## src/rtl/sram_1r1w_fifo_ctrl.sv

```systemverilog
// sram_1r1w_fifo_ctrl: single-clock FIFO built on a 1R1W SRAM macro.
// Ports: clk/rst_n/flush, push_* (in), pop_* (out), level, sram port0 write / port1 read.
module sram_1r1w_fifo_ctrl #(
  parameter int DATA_WIDTH = 32,
  parameter int ADDR_WIDTH = 7,
  parameter int OBUF_DEPTH = 2
) (
  input  logic                  clk,
  input  logic                  rst_n,
  input  logic                  flush,
  input  logic                  push_valid,
  output logic                  push_ready,
  input  logic [DATA_WIDTH-1:0] push_data,
  output logic                  pop_valid,
  input  logic                  pop_ready,
  output logic [DATA_WIDTH-1:0] pop_data,
  output logic [ADDR_WIDTH+1:0] level,
  output logic                  sram_csb0,
  output logic [ADDR_WIDTH-1:0] sram_addr0,
  output logic [DATA_WIDTH-1:0] sram_din0,
  output logic                  sram_csb1,
  output logic [ADDR_WIDTH-1:0] sram_addr1,
  input  logic [DATA_WIDTH-1:0] sram_dout1
);

  localparam int DEPTH = 1 << ADDR_WIDTH;
  localparam int CW    = ADDR_WIDTH + 1;
  localparam int LW    = ADDR_WIDTH + 2;

  localparam logic [CW:0] DEPTH_V = (CW+1)'(DEPTH);
  localparam logic [2:0]  OBUF_V  = 3'(OBUF_DEPTH);

  logic [ADDR_WIDTH-1:0] r_wr_ptr;
  logic [ADDR_WIDTH-1:0] r_rd_ptr;
  logic [CW-1:0]         r_mem_cnt;
  logic                  r_rd_s1;
  logic [1:0]            r_obuf_cnt;
  logic [LW-1:0]         r_level;
  logic                  r_run;
  logic [DATA_WIDTH-1:0] r_obuf [2];

  logic [CW:0]   w_occ;
  logic          w_push_ready;
  logic          w_push_fire;
  logic          w_pop_valid;
  logic          w_pop_fire;
  logic [2:0]    w_obuf_occ;
  logic          w_rd_issue;
  logic          w_cap_hi;
  logic [CW-1:0] w_mem_cnt_nxt;
  logic          w_rd_s1_nxt;
  logic [1:0]    w_obuf_cnt_nxt;
  logic [LW-1:0] w_level_nxt;

  // A slot whose read is in flight stays counted until captured.
  assign w_occ = {1'b0, r_mem_cnt}
               + {{CW{1'b0}}, r_rd_s1};

  // r_run keeps push_ready low while reset is held.
  assign w_push_ready = r_run & ~flush
                      & (w_occ < DEPTH_V);
  assign w_push_fire  = push_valid & w_push_ready;

  assign w_pop_valid = (r_obuf_cnt != 2'd0);
  assign w_pop_fire  = w_pop_valid & pop_ready;

  // Buffer occupancy at end of cycle, counting
  // the word currently returning from the macro.
  assign w_obuf_occ = {1'b0, r_obuf_cnt}
                    + {2'b00, r_rd_s1}
                    - {2'b00, w_pop_fire};

  assign w_rd_issue = ~flush
                    & (r_mem_cnt != '0)
                    & (w_obuf_occ < OBUF_V);

  // Capture slot: first free entry after the pop.
  assign w_cap_hi = (r_obuf_cnt == 2'd2)
                  | ((r_obuf_cnt == 2'd1) & ~w_pop_fire);

  always_comb begin
    w_mem_cnt_nxt  = r_mem_cnt
                   + CW'(w_push_fire)
                   - CW'(w_rd_issue);
    w_rd_s1_nxt    = w_rd_issue;
    w_obuf_cnt_nxt = w_obuf_occ[1:0];
    if (flush) begin
      w_mem_cnt_nxt  = '0;
      w_rd_s1_nxt    = 1'b0;
      w_obuf_cnt_nxt = 2'd0;
    end
    w_level_nxt = LW'(w_mem_cnt_nxt)
                + LW'(w_rd_s1_nxt)
                + LW'(w_obuf_cnt_nxt);
  end

  always_ff @(posedge clk or negedge rst_n) begin
    if (!rst_n) begin
      r_wr_ptr   <= '0;
      r_rd_ptr   <= '0;
      r_mem_cnt  <= '0;
      r_rd_s1    <= 1'b0;
      r_obuf_cnt <= 2'd0;
      r_level    <= '0;
      r_run      <= 1'b0;
    end else begin
      r_run      <= 1'b1;
      r_mem_cnt  <= w_mem_cnt_nxt;
      r_rd_s1    <= w_rd_s1_nxt;
      r_obuf_cnt <= w_obuf_cnt_nxt;
      r_level    <= w_level_nxt;
      if (flush) begin
        r_wr_ptr <= '0;
        r_rd_ptr <= '0;
      end else begin
        if (w_push_fire)
          r_wr_ptr <= r_wr_ptr + 1'b1;
        if (w_rd_issue)
          r_rd_ptr <= r_rd_ptr + 1'b1;
      end
    end
  end

  // Data path: shift on pop, then land the
  // returning macro word behind what remains.
  always_ff @(posedge clk) begin
    if (w_pop_fire)
      r_obuf[0] <= r_obuf[1];
    if (r_rd_s1 && !flush)
      r_obuf[w_cap_hi] <= sram_dout1;
  end

  assign pop_valid  = w_pop_valid;
  assign pop_data   = r_obuf[0];
  assign push_ready = w_push_ready;
  assign level      = r_level;

  assign sram_csb0  = ~w_push_fire;
  assign sram_addr0 = r_wr_ptr;
  assign sram_din0  = push_data;
  assign sram_csb1  = ~w_rd_issue;
  assign sram_addr1 = r_rd_ptr;

  a_no_addr_clash: assert property (
    @(posedge clk) disable iff (!rst_n)
    !(!sram_csb0 && !sram_csb1
      && sram_addr0 == sram_addr1));

endmodule

```

## config.mk

```make
export PLATFORM = sky130hd
export DESIGN_NAME = sram_1r1w_fifo_ctrl
export DESIGN_NICKNAME = d
export VERILOG_FILES = /design/src/rtl/sram_1r1w_fifo_ctrl.sv
export SDC_FILE = /design/constraint.sdc
export NUM_CORES = 1
export LEC_CHECK = 0
export BUFFER_PORTS_ARGS = -buffer_cell sky130_fd_sc_hd__buf_4
export CORE_UTILIZATION = 35
export DETAILED_ROUTE_END_ITERATION = 10
export PLACE_DENSITY = 0.7
export SKIP_LAST_GASP = 1
export SYNTH_ARGS = -nofsm -noshare
export SYNTH_HDL_FRONTEND = slang
export SYNTH_SLANG_ARGS = --single-unit
export TNS_END_PERCENT = 30
```

## constraint.sdc

```tcl
create_clock -name clk -period 9.1 [get_ports clk]
set_clock_uncertainty 0.2 [all_clocks]
set_input_delay 1.365 -clock clk [delete_from_list [all_inputs] [get_ports clk]]
set_output_delay 1.365 -clock clk [all_outputs]
set_load 0.05 [all_outputs]
```

==> results.ini <==
[logic_synthesis]
synth_cell_types = 39
avgSynthCellArea_sq_um = 13.85
synth_simple_gate_area_frac = 0.08225
yosysWarnings = 0
yosysSeqAreaShare = 0.6050
synth_mux_area_frac = 0.09307
synth_area_sq_um = 4624
ys_ff_latch = 99
yosys.area_share.adder = 0.07413
synthXorXnorAreaFrac = 0.03220
syn-num-nets = 428
synth_top_family_by_area = multiplexers
syn_inst = 334
synth_compound_area_frac = 0.03247

[clock_network]
clk_pin_slew_worst_paths_ps = 60
cts_setup_buffers = 0
cts_resized = 0
clk_latency_ps = 350
cts_tree = built
cts_buffers = 9
cts_max_path_buffers = 2
htree_num_levels = 3
cts.sinks = 99
clockRootBuffer = clkbuf_16
cts_hold_buf = 0

[placement]
dp_hpwl_um = 6278
place_ws_ps = 3678
io_buffers = 95
placed_area_sq_um = 5286
place.gp.congestion = 0.8163

[worst_hold_path]
min_path_type = flop to flop

[sta]
rsz0062_at_grt = no
relSlewSlack = 0.4652
maxSlewViolCount = 0
finalHoldViolations = 0
setup_viol = 0
timing.fmax_mhz = 198.9
fin_crit_sh = 0.5526
finalCriticalPeriod_ps = 5028
fin_tns_setup_ps = 0
finalWorstSetupSlack_ps = 4072
worst_pin_slew_ps = 802.3

[worst_setup_path]
critPathMaxFanout = 28
critPathLaunchType = primary input
path_class = primary input to flop
end_kind = flop
critPathArrivalTime_ps = 5060
cp.required_ps = 9130

[detailed_routing]
drtIter0Drc = 181
vias = 2694
ant_nets = 0
dr.pass1.iters = 4
drc = 0
wirelength_um = 8960
viasPerCell = 4.661
avgRoutedWirePerCell_um = 15.50

[pwr]
powerDensity_nw_per_um2 = 344.0
p_leak_uw = 0.002360
peakVddDrop_v = 0.0001673
p_total_uw = 1919

[die]
die_area_sq_um = 13680
core-area_sq_um = 12770
die_y_um = 116.9
rows = 41
ios = 160
fp.dieW_um = 116.9
initial_core_util = 0.3620

[layout]
area_growth_pct = 20.64
antenna_cells = 0
drive_gt1_frac = 0.3744
multiInputGateArea_sq_um = 1463
layout_common_cells = buf_4, edfxtp_1, dfrtp_1, mux2_2, inv_1
fillers = 1148
final_area_sq_um = 5579
final_common_cell = buf_4
seq_area_sq_um = 2798
layout.nets = 495
fin_util = 0.4368

[grt]
antenna_found_initial = 0
grt.total_usage = 0.1402
grt_pass1_vias = 2822
overflow = 0
grt_max_degree = 36
grt_pass1_wl_um = 14160

[run_status]
status = complete, no violations

[flow_run]
max-cap-violations = 0

[power breakdown]
part / switching (uW) / internal (uW) / total (uW)
Sequential: 53.8 / 613 / 667
Combinational: 572 / 300 / 872
Clock: 165 / 215 / 380
[layer usage]
metal	global-route usage	vias up	routed length, um	part of all wire
met5	0	-	0	0
met1	0.1671	1283	3903	0.44
met2	0.2249	102	4060	0.45
met4	0.06160	0	250	0.028
met3	0.05561	34	745	0.083
li1	-	1275	-	-
[synthesized netlist by cell type]
cell / count / share of area
a21o_1: 3 / 0.0049
a21oi_1: 6 / 0.0065
a221oi_1: 1 / 0.0019
a311oi_2: 1 / 0.0032
and3_1: 3 / 0.0041
and3_2: 1 / 0.0016
and4_1: 2 / 0.0038
buf_2: 5 / 0.0054
buf_4: 34 / 0.055
clkbuf_1: 2 / 0.0016
conb_1: 1 / 0.00081
dfrtp_1: 35 / 0.19
edfxtp_1: 64 / 0.42
fa_1: 4 / 0.017
ha_1: 21 / 0.057
inv_1: 22 / 0.018
mux2_2: 32 / 0.078
mux2_4: 2 / 0.0065
mux2i_1: 4 / 0.0087
nand2_1: 11 / 0.0089
nand3_1: 6 / 0.0065
nand3b_1: 1 / 0.0016
nand4_1: 8 / 0.011
nor2_1: 18 / 0.015
nor2b_1: 3 / 0.0041
nor3_1: 3 / 0.0032
nor3b_1: 2 / 0.0032
nor4_1: 2 / 0.0027
nor4b_1: 1 / 0.0019
nor4b_2: 1 / 0.0032
nor4b_4: 1 / 0.0051
o211a_1: 1 / 0.0022
o21ai_0: 8 / 0.0087
o21bai_1: 2 / 0.0032
o31a_1: 1 / 0.0019
or2_2: 1 / 0.0014
or3_1: 4 / 0.0054
xnor2_1: 9 / 0.017
xor2_1: 8 / 0.015
[final cells by class]
class	count	share of cell area
flip-flops and latches	99	0.5015
clock buffers	11	0.04171
inverters	22	0.01480
repair buffers	97	0.1305
multi-input cells	172	0.2622
clock inverters	5	0.01076
well taps	172	0.03857
[metrics by stage]
step                      hold slack (ps)  cells
after detailed placement            334.2    562
final                               346.9    578
after global routing                359.9    578
after global placement              328.1    562
after CTS                           348.8    578
after floorplan                     324.8    334
[path summary, 6_finish.rpt]
kind | startpoint | cells after the start | endpoint | slack (ps)
min in group asynchronous | rst_n | 1 | r_mem_cnt[6] | 770
max in group asynchronous | rst_n | 1 | r_mem_cnt[2] | 7610
min | r_obuf[1][20] | 1 | r_obuf[0][20] | 350
max reg2reg | r_obuf_cnt[1] | 18 | level[7] | 4710
max | flush | 15 | level[7] | 4070
min reg2reg | r_obuf[1][20] | 1 | r_obuf[0][20] | 350
[state kept, by name, summed over array words and instances, names as in the netlist]
name and flops:
r_mem_cnt 8, r_obuf_cnt 2, level 9, sram_addr0 7
sram_addr1 7, r_rd_s1 1, r_run 1, r_obuf 64
[critical path, cell delays in order]
cell	delay, ps
buf_4	220
inv_1	210
o211a_1	200
nand4_1	440
ha_1	480
inv_1	40
ha_1	200
fa_1	500
nor2b_1	290
ha_1	210
a21o_1	90
nand2_1	70
nor4_1	430
nand3_1	160
xnor2_1	150
[logic make-up (layout without fill, tap and decap cells)]
group | after synthesis | after routing
xor+xnor | 17 | 17
buf+inv | 63 | 135
other cells | 1 | 1
fa+ha+maj | 25 | 25
mux | 38 | 38
simple gates | 68 | 68
flops | 99 | 99
compound gates | 23 | 23
(Power assumes the default switching activity.)
